--- config.mk ---
export PLATFORM = sky130hd
export DESIGN_NAME = aibcr3_rxdat_deser_flat
export DESIGN_NICKNAME = d
export VERILOG_FILES = /design/src/rtl/aibcr3_rxdeser_pkg.sv /design/src/rtl/aibcr3_rxdat_deser_if.sv /design/src/rtl/aibcr3_rxdeser_shreg.sv /design/src/rtl/aibcr3_rxdat_deser.sv /design/src/flat_wrapper.sv
export SDC_FILE = /design/constraint.sdc
export NUM_CORES = 1
export LEC_CHECK = 0
export ABC_CLOCK_PERIOD_IN_PS = 2690
export CORE_UTILIZATION = 61
export DETAILED_ROUTE_END_ITERATION = 10
export DONT_BUFFER_PORTS = 1
export PLACE_DENSITY = 0.88
export SKIP_LAST_GASP = 1
export SLEW_MARGIN = 10
export SYNTH_ARGS = -nofsm -noshare
export SYNTH_HDL_FRONTEND = slang
export SYNTH_SLANG_ARGS = --single-unit
--- constraint.sdc ---
create_clock -name istrbclk -period 2.69 [get_ports istrbclk]
set_clock_uncertainty 0.2 [all_clocks]
set_input_delay 0 -clock istrbclk [delete_from_list [all_inputs] [get_ports istrbclk]]
set_output_delay 0 -clock istrbclk [all_outputs]
set_load 0.03 [all_outputs]
--- src/rtl/aibcr3_rxdeser_pkg.sv ---
// Shared state type, default alignment word and sizing helper for the AIB RX word deserializer.
package aibcr3_rxdeser_pkg;

    typedef enum logic [1:0] {
        HUNT   = 2'd0,
        CHECK  = 2'd1,
        LOCKED = 2'd2
    } rxdeser_state_e;

    localparam logic [19:0] SYNC_PAT_DEFAULT = 20'hF0C5A;

    // Width of a counter that steps through the DATA_W/2 bit pairs of one word.
    function automatic int phase_w(input int data_w);
        return (data_w / 2 > 1) ? $clog2(data_w / 2) : 1;
    endfunction

endpackage

--- src/rtl/aibcr3_rxdat_deser_if.sv ---
// Data/status bundle between the AIB RX IO buffer side and the word deserializer.
// oerr_cnt is present only when AIBCR3_RXDESER_ERRCNT_EN is defined.
interface aibcr3_rxdat_deser_if #(
    parameter int DATA_W = 20
);
    logic              idat0;
    logic              idat1;
    logic              ialign_req;
    logic [DATA_W-1:0] oword;
    logic              ovld;
    logic              olocked;
    logic              oalign_odd;
    logic              ochk_err;
`ifdef AIBCR3_RXDESER_ERRCNT_EN
    logic [7:0]        oerr_cnt;

    modport master (
        output idat0, idat1, ialign_req,
        input  oword, ovld, olocked, oalign_odd, ochk_err, oerr_cnt
    );

    modport slave (
        input  idat0, idat1, ialign_req,
        output oword, ovld, olocked, oalign_odd, ochk_err, oerr_cnt
    );
`else
    modport master (
        output idat0, idat1, ialign_req,
        input  oword, ovld, olocked, oalign_odd, ochk_err
    );

    modport slave (
        input  idat0, idat1, ialign_req,
        output oword, ovld, olocked, oalign_odd, ochk_err
    );
`endif
endinterface

--- src/rtl/aibcr3_rxdeser_shreg.sv ---
// Bit-pair history register with both word-boundary candidates and their sync-word comparators.
module aibcr3_rxdeser_shreg
    import aibcr3_rxdeser_pkg::*;
#(
    parameter int                DATA_W   = 20,
    parameter logic [DATA_W-1:0] SYNC_PAT = DATA_W'(SYNC_PAT_DEFAULT)
) (
    input  logic              clk_i,
    input  logic              rst_n_i,
    input  logic              dat0_i,
    input  logic              dat1_i,
    output logic [DATA_W-1:0] cand_even_o,
    output logic [DATA_W-1:0] cand_odd_o,
    output logic              match_even_o,
    output logic              match_odd_o
);

    logic [DATA_W:0] hist_q;

    // Newest pair enters at the top, so the oldest bit of a candidate lands in bit 0.
    always_ff @(posedge clk_i or negedge rst_n_i) begin
        if (!rst_n_i) begin
            hist_q <= '0;
        end else begin
            hist_q <= {dat1_i, dat0_i, hist_q[DATA_W:2]};
        end
    end

    assign cand_even_o  = hist_q[DATA_W:1];
    assign cand_odd_o   = hist_q[DATA_W-1:0];
    assign match_even_o = (cand_even_o == SYNC_PAT);
    assign match_odd_o  = (cand_odd_o == SYNC_PAT);

endmodule

--- src/rtl/aibcr3_rxdat_deser.sv ---
// AIB RX word deserializer/aligner: hunts for SYNC_PAT, confirms it SYNC_CNT times, then emits words.
// Optional saturating mismatch counter oerr_cnt is enabled by AIBCR3_RXDESER_ERRCNT_EN.
module aibcr3_rxdat_deser
    import aibcr3_rxdeser_pkg::*;
#(
    parameter int                DATA_W   = 20,
    parameter logic [DATA_W-1:0] SYNC_PAT = DATA_W'(SYNC_PAT_DEFAULT),
    parameter int                SYNC_CNT = 4
) (
    input  logic                istrbclk,
    input  logic                irstb,
    aibcr3_rxdat_deser_if.slave rx
);

    localparam int                 HALF       = DATA_W / 2;
    localparam int                 PHASE_W    = phase_w(DATA_W);
    localparam logic [PHASE_W-1:0] PHASE_LAST = PHASE_W'(HALF - 1);
    localparam logic [3:0]         CNT_LOCK   = 4'(SYNC_CNT);

    rxdeser_state_e     state_q, state_d;
    logic [PHASE_W-1:0] phase_q, phase_d;
    logic [3:0]         cnt_q, cnt_d;
    logic [DATA_W-1:0]  word_q, word_d;
    logic               vld_q, vld_d;
    logic               odd_q, odd_d;
    logic               err_q, err_d;

    logic [DATA_W-1:0]  cand_even, cand_odd, cand_sel;
    logic               match_even, match_odd;
    logic               boundary;

    aibcr3_rxdeser_shreg #(
        .DATA_W   (DATA_W),
        .SYNC_PAT (SYNC_PAT)
    ) u_shreg (
        .clk_i        (istrbclk),
        .rst_n_i      (irstb),
        .dat0_i       (rx.idat0),
        .dat1_i       (rx.idat1),
        .cand_even_o  (cand_even),
        .cand_odd_o   (cand_odd),
        .match_even_o (match_even),
        .match_odd_o  (match_odd)
    );

    assign cand_sel = odd_q ? cand_odd : cand_even;
    assign boundary = (phase_q == PHASE_LAST);

    // A sync hit in HUNT means a full word sits in the history now, so phase restarts at 0
    // and the next full word is seen exactly HALF cycles later.
    always_comb begin
        state_d = state_q;
        phase_d = boundary ? '0 : phase_q + PHASE_W'(1);
        cnt_d   = cnt_q;
        word_d  = word_q;
        vld_d   = 1'b0;
        odd_d   = odd_q;
        err_d   = 1'b0;

        if (rx.ialign_req) begin
            state_d = HUNT;
            cnt_d   = '0;
            phase_d = '0;
        end else begin
            case (state_q)
                HUNT: begin
                    if (match_even || match_odd) begin
                        odd_d   = !match_even;
                        cnt_d   = 4'd1;
                        phase_d = '0;
                        state_d = (SYNC_CNT == 1) ? LOCKED : CHECK;
                    end
                end
                CHECK: begin
                    if (boundary) begin
                        if (cand_sel == SYNC_PAT) begin
                            cnt_d = cnt_q + 4'd1;
                            if (cnt_d == CNT_LOCK) begin
                                state_d = LOCKED;
                            end
                        end else begin
                            err_d   = 1'b1;
                            state_d = HUNT;
                        end
                    end
                end
                LOCKED: begin
                    if (boundary) begin
                        word_d = cand_sel;
                        vld_d  = 1'b1;
                    end
                end
                default: state_d = HUNT;
            endcase
        end
    end

    always_ff @(posedge istrbclk or negedge irstb) begin
        if (!irstb) begin
            state_q <= HUNT;
            phase_q <= '0;
            cnt_q   <= '0;
            word_q  <= '0;
            vld_q   <= 1'b0;
            odd_q   <= 1'b0;
            err_q   <= 1'b0;
        end else begin
            state_q <= state_d;
            phase_q <= phase_d;
            cnt_q   <= cnt_d;
            word_q  <= word_d;
            vld_q   <= vld_d;
            odd_q   <= odd_d;
            err_q   <= err_d;
        end
    end

    assign rx.oword      = word_q;
    assign rx.ovld       = vld_q;
    assign rx.olocked    = (state_q == LOCKED);
    assign rx.oalign_odd = odd_q;
    assign rx.ochk_err   = err_q;

`ifdef AIBCR3_RXDESER_ERRCNT_EN
    logic [7:0] errcnt_q;

    // Survives realignment on purpose; only irstb clears the running total.
    always_ff @(posedge istrbclk or negedge irstb) begin
        if (!irstb) begin
            errcnt_q <= '0;
        end else if (err_d && (errcnt_q != 8'hFF)) begin
            errcnt_q <= errcnt_q + 8'd1;
        end
    end

    assign rx.oerr_cnt = errcnt_q;
`endif

endmodule
--- src/flat_wrapper.sv ---
// flat-port wrapper written by rule: the top's interface ports become plain ports
module aibcr3_rxdat_deser_flat import aibcr3_rxdeser_pkg::*;
#(
    parameter int                DATA_W   = 20,
    parameter logic [DATA_W-1:0] SYNC_PAT = DATA_W'(SYNC_PAT_DEFAULT),
    parameter int                SYNC_CNT = 4
)
  (istrbclk, irstb, rx_idat0, rx_idat1, rx_ialign_req, rx_oword, rx_ovld, rx_olocked, rx_oalign_odd, rx_ochk_err);
  aibcr3_rxdat_deser_if #(.DATA_W(DATA_W)) rx_i ();
  input  logic istrbclk;
  input  logic irstb;
  input wire logic [$bits(rx_i.idat0)-1:0] rx_idat0;
  input wire logic [$bits(rx_i.idat1)-1:0] rx_idat1;
  input wire logic [$bits(rx_i.ialign_req)-1:0] rx_ialign_req;
  output wire logic [$bits(rx_i.oword)-1:0] rx_oword;
  output wire logic [$bits(rx_i.ovld)-1:0] rx_ovld;
  output wire logic [$bits(rx_i.olocked)-1:0] rx_olocked;
  output wire logic [$bits(rx_i.oalign_odd)-1:0] rx_oalign_odd;
  output wire logic [$bits(rx_i.ochk_err)-1:0] rx_ochk_err;
  assign rx_i.idat0 = rx_idat0;
  assign rx_i.idat1 = rx_idat1;
  assign rx_i.ialign_req = rx_ialign_req;
  assign rx_oword = rx_i.oword;
  assign rx_ovld = rx_i.ovld;
  assign rx_olocked = rx_i.olocked;
  assign rx_oalign_odd = rx_i.oalign_odd;
  assign rx_ochk_err = rx_i.ochk_err;
  aibcr3_rxdat_deser #(.DATA_W(DATA_W), .SYNC_PAT(SYNC_PAT), .SYNC_CNT(SYNC_CNT)) u_core (.istrbclk(istrbclk), .irstb(irstb), .rx(rx_i));
endmodule
==> impl_results.md <==
- Outcome: completed
- Synth async-reset ratio: 100%
- Register Area: 1350 um2
- Antenna violations before repair: 0
- Fin. Hold Viols: 0
- WP data required: 2720 ps
- Max Cap Violations: 0
- Final slew viol count: 0
- Worst-Margin Slew: 404 ps
- Die area: 4120 um2
- YS warnings: 0
- RSZ-0062 raised after global routing: no
- Crit path kind: reg2reg
- Post-synth top area share: 57.3%
- Ant diodes: 0
- Post-synth EDFFs: 0
- Initial drt markers: 94
- Final hold slack: 0.764 ps
- Top Ports: 29
- Mapped Cells: 211
- Crit path capture type: flip-flop
- Post-route minimum period: 2420 ps
- GRT overflow: 0
- Post-layout util: 68.8%
- Global-route wire length before repair: 7.50 mm
- Site Rows: 22
- Filler cells: 280
- Leak: 0.00113 uW
- Largest net degree at the start of global routing: 55
- Most frequent cells after synthesis: 54 x dfrtp_1, 27 x nand2_1, 20 x mux2i_1, 20 x o21ai_0, 11 x nor2_1
- CTS tree: built
- Area Overhead vs Synth: 7.53%
- Type of the tightest min-delay check: in2async
- P per Cell Area: 569 nW/um2
- IO buf count: 0
- Mapped cell area: 2360 um2
- Die Wd: 64.2 um
- Htree depth: 2
- Syn_area_per_cell: 11.2 um2
- Hold buffer count at CTS: 5
- Via Count: 1,593
- Yosys cell types: 44
- Max-slew headroom: 72.7%
- Vias in the first global route: 1,580
- Largest delay contributor family on the critical path: simple AND/OR/NAND/NOR gates
- Crit-path max cell delay: 530 ps
- Vias per cell: 6.03
- Resize count post-CTS: 0
- Cell taking the most area after synthesis: dfrtp_1
- CP max stage cell: or4b_1
- Setup TNS: 0 ps
- DIE HEIGHT: 64.2 um
- Worst path buffer plus inverter count: 0
- Core Area: 3690 um2
- Top-count cell post-synth: dfrtp_1
- Final setup vio count: 0
- CP max FO: 6
- Cts bufs inserted: 5
- Yosys reg bits: 54
- Final HPWL DP: 2.92 mm
- Worst Setup Start Kind: flip-flop
- Ys flop type: dfrtp_1
- Max IR drop VDD: 554 uV
- Root Driver: clkbuf_8
- Post-Syn Nets: 220
- Worst-Skew Late Latency: 310 ps
- Pre-Repair DR Iteration Count: 4
- Fin crit share: 89.9%
- Clk slew on worst S/H paths: 90 ps
- Clock Tree Buf Depth: 2
- Worst EP arrival: 2450 ps
- Post-DRT Antenna Nets: 0
- Routed WL: 4.34 mm
- Initial Utilization: 63.9%
- DRC: 0
- Fraction of layout cells with a size suffix above 1: 7.87%
- Cell chain of the critical path: or4b_1 -> or4_4 -> a21oi_4 -> nor3_1 -> a311o_1 -> a31oi_1
- Register area share after synthesis: 57.3%
- Largest cells by area after synthesis: dfrtp_1 57%, mux2i_1 8.5%, nand2_1 4.3%
- Gr usage total: 24.5%
- Gpl congestion: 0.858
- NumNets Final: 225
- F_max: 413 MHz
- Sink Count: 54
- Post-CTS setup buffers: 0
- DR WL/cell: 16.4 um
- Combined area of the multi-input logic cells: 925 um2
through the flow:
stage                     total power, uW  cells  worst slack [ps]  instance area, um2
after detailed placement             1000    252               304                2390
after floorplan                       980    211               287                2360
final                                1440    264               271                2540
after CTS                            1450    264               279                2540
after global routing                 1500    264               125                2540
after global placement                996    252               351                2390
state kept, by name (all words and copies together) (netlist names):
register,cells
u_core.cnt_q,4
u_core.phase_q,4
u_core.rx.oalign_odd,1
u_core.rx.ochk_err,1
u_core.rx.ovld,1
u_core.rx.oword,20
u_core.state_q,2
u_core.u_shreg.hist_q,21
power breakdown:
part	internal, uW	switching (uW)	leakage, uW	total, uW
combinational	41.3	52.7	0.000435	94.0
sequential	847	69.9	0.000656	917
clock	179	253	0.0000373	432
layout by cell type (no fill, tap or decap), types with 2 or more instances in the layout:
| cell type | netlist | routed |
|---|---|---|
| a21oi_1 | 2 | 2 |
| and3b_2 | 2 | 2 |
| buf_4 | 0 | 3 |
| clkbuf_8 | 0 | 5 |
| dfrtp_1 | 54 | 54 |
| dlygate4sd3_1 | 0 | 4 |
| ha_1 | 4 | 4 |
| inv_1 | 8 | 8 |
| mux2i_1 | 20 | 20 |
| nand2_1 | 27 | 27 |
| nand2b_1 | 2 | 2 |
| nand3_1 | 7 | 7 |
| nand3b_1 | 2 | 2 |
| nand4_1 | 3 | 3 |
| nor2_1 | 11 | 11 |
| nor3_1 | 4 | 4 |
| nor4b_1 | 3 | 3 |
| nor4bb_1 | 2 | 2 |
| o211ai_1 | 3 | 3 |
| o21ai_0 | 20 | 20 |
| or4_1 | 2 | 2 |
| xor2_1 | 2 | 2 |
worst paths after layout:
| kind | from | end | slack (ps) | depth (start not counted) |
|---|---|---|---|---|
| worst max-delay path | u_core.u_shreg.hist_q[7] | u_core.cnt_q[0] | 270 | 6 |
| worst min-delay path | irstb | u_core.rx.oword[3] | 0.8 | 2 |
| worst max register to register | u_core.u_shreg.hist_q[7] | u_core.cnt_q[0] | 270 | 6 |
| worst min register to register | u_core.u_shreg.hist_q[15] | u_core.u_shreg.hist_q[13] | 240 | 0 |
| max in group asynchronous | irstb | u_core.cnt_q[0] | 2070 | 2 |
| min in group istrbclk | rx_ialign_req | u_core.rx.ovld | 0 | 3 |
cell type report:
type / count / share of cell area [%]
Clock buffer: 6 / 2.86
Clock inverter: 1 / 0.296
Inverter: 8 / 1.18
Sequential cell: 54 / 53.3
Timing Repair Buffer: 8 / 3.55
Multi-Input combinational cell: 139 / 36.5
Tap cell: 48 / 2.37
cell families after synthesis:
kind of cell	Yosys count	synth area share [%]
xor gates and xnor gates	3	1.11
buffers and inverters	18	3.50
DFF	54	57.3
and+or+nand+nor	77	17.9
muxes	20	8.49
adders and majority gates	4	2.12
AOI/OAI and AO/OA	35	9.60
metal layers:
metal,part of all wire [%],track usage (%),up-vias
li1,-,-,750
met1,46,32.5,801
met2,48,38.3,36
met3,5.2,8.21,6
met4,1.2,7.22,0
met5,0,0,-
Note: power is estimated with default switching activity, not from simulation.
